--- src/rtl/key_mode_sequencer_if.sv ---
// Key/mode bundle between the DE10-Lite buttons and the calculator output mux.
// The sequencer owns MODE, MODE_CHANGE and KEY_PRESSED; the board side drives KEY.
interface key_mode_sequencer_if;
  logic [1:0] KEY;
  logic [1:0] MODE;
  logic       MODE_CHANGE;
  logic [1:0] KEY_PRESSED;

  modport master (
    output KEY,
    input  MODE,
    input  MODE_CHANGE,
    input  KEY_PRESSED
  );

  modport slave (
    input  KEY,
    output MODE,
    output MODE_CHANGE,
    output KEY_PRESSED
  );
endinterface

--- src/rtl/key_mode_sequencer.sv ---
// Synchronises, debounces and edge-detects the two push buttons and steps the
// 2-bit calculator MODE forward (KEY[0]) or backward (KEY[1]) on each press.
module key_mode_sequencer #(
  parameter int unsigned DEBOUNCE_CYCLES = 500000,
  parameter int unsigned CNT_WIDTH       = 20
) (
  input logic                  MAX10_CLK1_50,
  input logic                  RESET_N,
  key_mode_sequencer_if.slave  bus
);

  localparam int unsigned       NKEYS    = 2;
  localparam logic [CNT_WIDTH-1:0] CNT_LAST = CNT_WIDTH'(DEBOUNCE_CYCLES - 1);

  logic [NKEYS-1:0]                sync1;
  logic [NKEYS-1:0]                sync2;
  logic [NKEYS-1:0]                stable;
  logic [NKEYS-1:0]                stable_d;
  logic [NKEYS-1:0][CNT_WIDTH-1:0] cnt;
  logic [1:0]                      mode;
  logic                            mode_change;
  logic [NKEYS-1:0]                key_pressed;

  logic [NKEYS-1:0]                stable_nxt;
  logic [NKEYS-1:0][CNT_WIDTH-1:0] cnt_nxt;
  logic [NKEYS-1:0]                press_c;
  logic [1:0]                      mode_nxt;
  logic                            mode_change_nxt;

  // Debounce: a level is accepted only after DEBOUNCE_CYCLES consecutive mismatches.
  always_comb begin
    stable_nxt = stable;
    cnt_nxt    = '0;
    for (int i = 0; i < int'(NKEYS); i++) begin
      if (sync2[i] != stable[i]) begin
        if (cnt[i] == CNT_LAST) begin
          stable_nxt[i] = sync2[i];
        end else begin
          cnt_nxt[i] = cnt[i] + CNT_WIDTH'(1);
        end
      end
    end
  end

  // Falling edge of the debounced (active-low) level is a press; coincident presses cancel.
  always_comb begin
    press_c         = stable_d & ~stable;
    mode_nxt        = mode;
    mode_change_nxt = 1'b0;
    case (press_c)
      2'b01: begin
        mode_nxt        = mode + 2'd1;
        mode_change_nxt = 1'b1;
      end
      2'b10: begin
        mode_nxt        = mode - 2'd1;
        mode_change_nxt = 1'b1;
      end
      default: begin
        mode_nxt        = mode;
        mode_change_nxt = 1'b0;
      end
    endcase
  end

  always_ff @(posedge MAX10_CLK1_50) begin
    if (!RESET_N) begin
      sync1       <= '1;
      sync2       <= '1;
      stable      <= '1;
      stable_d    <= '1;
      cnt         <= '0;
      mode        <= '0;
      mode_change <= 1'b0;
      key_pressed <= '0;
    end else begin
      sync1       <= bus.KEY;
      sync2       <= sync1;
      stable      <= stable_nxt;
      stable_d    <= stable;
      cnt         <= cnt_nxt;
      mode        <= mode_nxt;
      mode_change <= mode_change_nxt;
      key_pressed <= ~stable;
    end
  end

  assign bus.MODE        = mode;
  assign bus.MODE_CHANGE = mode_change;
  assign bus.KEY_PRESSED = key_pressed;

endmodule

--- src/flat_wrapper.sv ---
// flat-port wrapper written by rule: the top's interface ports become plain ports
module key_mode_sequencer_flat 
#(
  parameter int unsigned DEBOUNCE_CYCLES = 500000,
  parameter int unsigned CNT_WIDTH       = 20
)
  (MAX10_CLK1_50, RESET_N, bus_KEY, bus_MODE, bus_MODE_CHANGE, bus_KEY_PRESSED);
  key_mode_sequencer_if bus_i ();
  input logic MAX10_CLK1_50;
  input logic RESET_N;
  input wire logic [$bits(bus_i.KEY)-1:0] bus_KEY;
  output wire logic [$bits(bus_i.MODE)-1:0] bus_MODE;
  output wire logic [$bits(bus_i.MODE_CHANGE)-1:0] bus_MODE_CHANGE;
  output wire logic [$bits(bus_i.KEY_PRESSED)-1:0] bus_KEY_PRESSED;
  assign bus_i.KEY = bus_KEY;
  assign bus_MODE = bus_i.MODE;
  assign bus_MODE_CHANGE = bus_i.MODE_CHANGE;
  assign bus_KEY_PRESSED = bus_i.KEY_PRESSED;
  key_mode_sequencer #(.DEBOUNCE_CYCLES(DEBOUNCE_CYCLES), .CNT_WIDTH(CNT_WIDTH)) u_core (.MAX10_CLK1_50(MAX10_CLK1_50), .RESET_N(RESET_N), .bus(bus_i));
endmodule
--- config.mk ---
export PLATFORM = sky130hd
export DESIGN_NAME = key_mode_sequencer_flat
export DESIGN_NICKNAME = d
export VERILOG_FILES = /design/src/rtl/key_mode_sequencer_if.sv /design/src/rtl/key_mode_sequencer.sv /design/src/flat_wrapper.sv
export SDC_FILE = /design/constraint.sdc
export NUM_CORES = 1
export LEC_CHECK = 0
export CAP_MARGIN = 20
export CELL_PAD_IN_SITES_DETAIL_PLACEMENT = 0
export CELL_PAD_IN_SITES_GLOBAL_PLACEMENT = 1
export CORE_ASPECT_RATIO = 1.5
export CORE_MARGIN = 4
export CORE_UTILIZATION = 35
export CTS_CLUSTER_DIAMETER = 120
export DETAILED_ROUTE_END_ITERATION = 8
export DONT_BUFFER_PORTS = 1
export GPL_TIMING_DRIVEN = 1
export HOLD_SLACK_MARGIN = 0.05
export PLACE_DENSITY = 0.61
export SYNTH_ARGS = -nofsm -noshare
export SYNTH_HDL_FRONTEND = slang
export SYNTH_SLANG_ARGS = --single-unit
--- constraint.sdc ---
create_clock -name MAX10_CLK1_50 -period 4.9 [get_ports MAX10_CLK1_50]
set_input_delay 0 -clock MAX10_CLK1_50 [delete_from_list [all_inputs] [get_ports MAX10_CLK1_50]]
set_output_delay 0 -clock MAX10_CLK1_50 [all_outputs]
set_load 0.005 [all_outputs]
==> results.cfg <==
[grt]
met3_usage_pct = 2.554
grtUsageMet1_pct = 13.24
grt.total_usage_pct = 12.31
grt_busiest_layer = met2
grt_max_degree = 21
use_met2_pct = 22.21
grt_pass1_vias = 1736
grt_pass1_wl_mm = 7.734
grt_remaining_overflow = 0
grt_antenna_before_repair = 0

[synth]
yosys.area_share.simple_pct = 29.20
synth_top_family_by_area = simple AND/OR/NAND/NOR gates
synth_seq_cells = 53
synthXorXnorAreaFrac_pct = 10.90
synthCells = 254
synth.avg_cell_area_um2 = 8.857
synth_nets = 261
synthAdderAreaFrac_pct = 1.669
netlist_area_mm2 = 0.002250
synth.area.mux_share_pct = 0.4449
synth-main-ff-cell = dfxtp_1
synth_compound_area_share_pct = 6.952
synth_cell_types = 32
synth_edf_count = 0
yosys_warnings = 0
synthArstFlopShare_pct = 0
ys_seq_area_share_pct = 47.16

[cells_and_area]
multi_input_area_mm2 = 0.001106
utilization_pct = 38.95
drive_above_1_share_pct = 6.178
fillers = 657
diodes = 0
regArea_mm2 = 0.001061
nets = 265
final_common_cell = dfxtp_1
final_cell_mix = dfxtp_1 (53), nor2_1 (39), xnor2_1 (18), a21oi_1 (13)
area_growth_pct = 7.675

[sta]
relSlewSlack_pct = 44.96
min_period_ps = 2403
drv_slew = 0
fin_worst_skew_ps = 12.70
rsz0062_at_grt = no
setup_viol = 0
fin_setup_tns_ps = 0
final_hold_viol_count = 0
worst_pin_slew_ps = 825.5
whs_ps = 330.1
timing.final.ws_setup_ps = 2497
timing.fmax_ghz = 0.4161
fin_crit_sh_pct = 49.04

[die]
core.rowCount = 35
core_mm2 = 0.006218
ioPinCount = 9
die_h_um = 106.2
start_util_pct = 36.18
fp.dieArea_mm2 = 0.007801
die_w_um = 73.46

[power]
irDropWorstVdd_mv = 0.1458
p_leak_nw = 0.7147
power.total_mw = 0.6815
p_per_area_mw_per_mm2 = 281.3

[clocking]
clk_path_buf_depth = 2
cts_tree = yes
cts_sinks = 53
cts_buffers = 5
cts.clk_slew.worst_paths_ps = 100
cts_setup_buffers = 0
ctsResizeCount = 0
clk_latency_ps = 300
cts_max_level = 2
clockRootBuffer = clkbuf_8

[hold_path]
hp-start = bus_KEY[1]
hold_end = u_core.sync1[1]$_SDFF_PN1_
min_path_cells = 2
holdCritPathClass = in -> reg

[critical_path]
worst_r2r_endpoint = u_core.cnt[8]$_SDFF_PP0_
worstRegToRegCells = 4
cp-start-kind = flip-flop
worstPathRequired_ps = 5070
end_kind = flip-flop
crit_fanout = 20
r2r-start = u_core.cnt[5]$_SDFF_PP0_
rrSetupSlack_ps = 2500
crit_type = reg -> reg
cp.arrival_ps = 2570

[route]
firstDrtPassIters = 3
vias = 1718
post_drt_wl_per_cell_um = 12.88
drc = 0
antenna_left = 0
wl_mm = 4.289
vias_per_cell = 5.159
drtIter0Drc = 61

[job]
max-cap-violations = 0

[placed_design]
dpl.hpwl_mm = 3.171
pre_cts_ws_ps = 2438
gp_congestion = 0.6941
port_buffers = 0

[status]
outcome = finished, final reports clean
registers in the layout, indices dropped and copies added, names as in the netlist:
name,count
u_core.bus.KEY_PRESSED,2
u_core.sync1,2
u_core.sync2,2
u_core.stable,2
u_core.bus.MODE,2
u_core.cnt,40
u_core.bus.MODE_CHANGE,1
u_core.stable_d,2
routing by layer:
layer	routed length [um]	up-vias
met5	0	-
met2	2382	7
li1	-	889
met3	66	6
met4	85	0
met1	1754	816
report_power, final:
part | internal, mW | total, mW | switching, mW
Clock | 0.101 | 0.239 | 0.137
Combinational | 0.00374 | 0.00913 | 0.00539
Sequential | 0.432 | 0.433 | 0.00106
Total | 0.538 | 0.681 | 0.144
synthesized netlist by cell type (all sizes together) (4+ instances only):
cell | number | area (um^2)
dfxtp | 53 | 1061
nor2 | 39 | 146.4
xnor2 | 18 | 157.7
a21oi | 13 | 65.06
o21ai | 13 | 68.82
nand2 | 12 | 45.04
nand4 | 12 | 75.07
inv | 11 | 41.29
nand3 | 11 | 55.05
or3 | 11 | 71.31
xor2 | 10 | 87.58
nand2b | 6 | 37.54
or4 | 6 | 52.55
clkbuf | 5 | 18.77
nor4 | 5 | 31.28
and4 | 4 | 35.03
nor3 | 4 | 20.02
kinds of logic after synthesis:
family | count (synthesis)
buf+inv | 18
mux | 1
flops | 53
fa+ha+maj | 3
compound gates | 29
xor+xnor | 28
simple gates | 122
how the worst max path moves through the flow:
| stage | startpoint | endpoint | slack (ps) | depth (start not counted) |
|---|---|---|---|---|
| finish | u_core.cnt[5]$_SDFF_PP0_ | u_core.cnt[8]$_SDFF_PP0_ | 2500 | 4 |
| global route | u_core.cnt[5]$_SDFF_PP0_ | u_core.cnt[2]$_SDFF_PP0_ | 2280 | 4 |
| global placement | u_core.cnt[20]$_SDFF_PP0_ | u_core.cnt[27]$_SDFF_PP0_ | 2420 | 6 |
| detailed placement | u_core.cnt[5]$_SDFF_PP0_ | u_core.cnt[7]$_SDFF_PP0_ | 2440 | 4 |
| floorplan | u_core.cnt[20]$_SDFF_PP0_ | u_core.cnt[38]$_SDFF_PP0_ | 3060 | 5 |
| CTS | u_core.cnt[5]$_SDFF_PP0_ | u_core.cnt[8]$_SDFF_PP0_ | 2440 | 4 |
final cells by class:
type                            instances  share of cell area, %
Clock buffer                            7                  3.151
Clock inverter                          1                 0.3099
Sequential cell                        53                  43.80
Timing Repair Buffer                    4                  1.550
Tap cell                               74                  3.822
Inverter                               11                  1.705
Multi-Input combinational cell        183                  45.66
critical path: stages (launching register included):
cell and delay [ps]:
dfxtp_1 430, or4b_1 550, or4_4 510, o21ai_2 660
nor2_1 110
what timing repair did:
item                                    4_1_cts  5_1_grt
endpoints found under the setup margin        0        0
hold buffers                                  3        0
hold endpoints to repair                     11        0
per-stage QoR:
step	cells	cell area, um^2
after detailed placement	322	2308
after global placement	322	2308
final	333	2422
after floorplan	254	2250
after CTS	333	2422
after global routing	333	2422
Power figures use the tool's default switching activity.
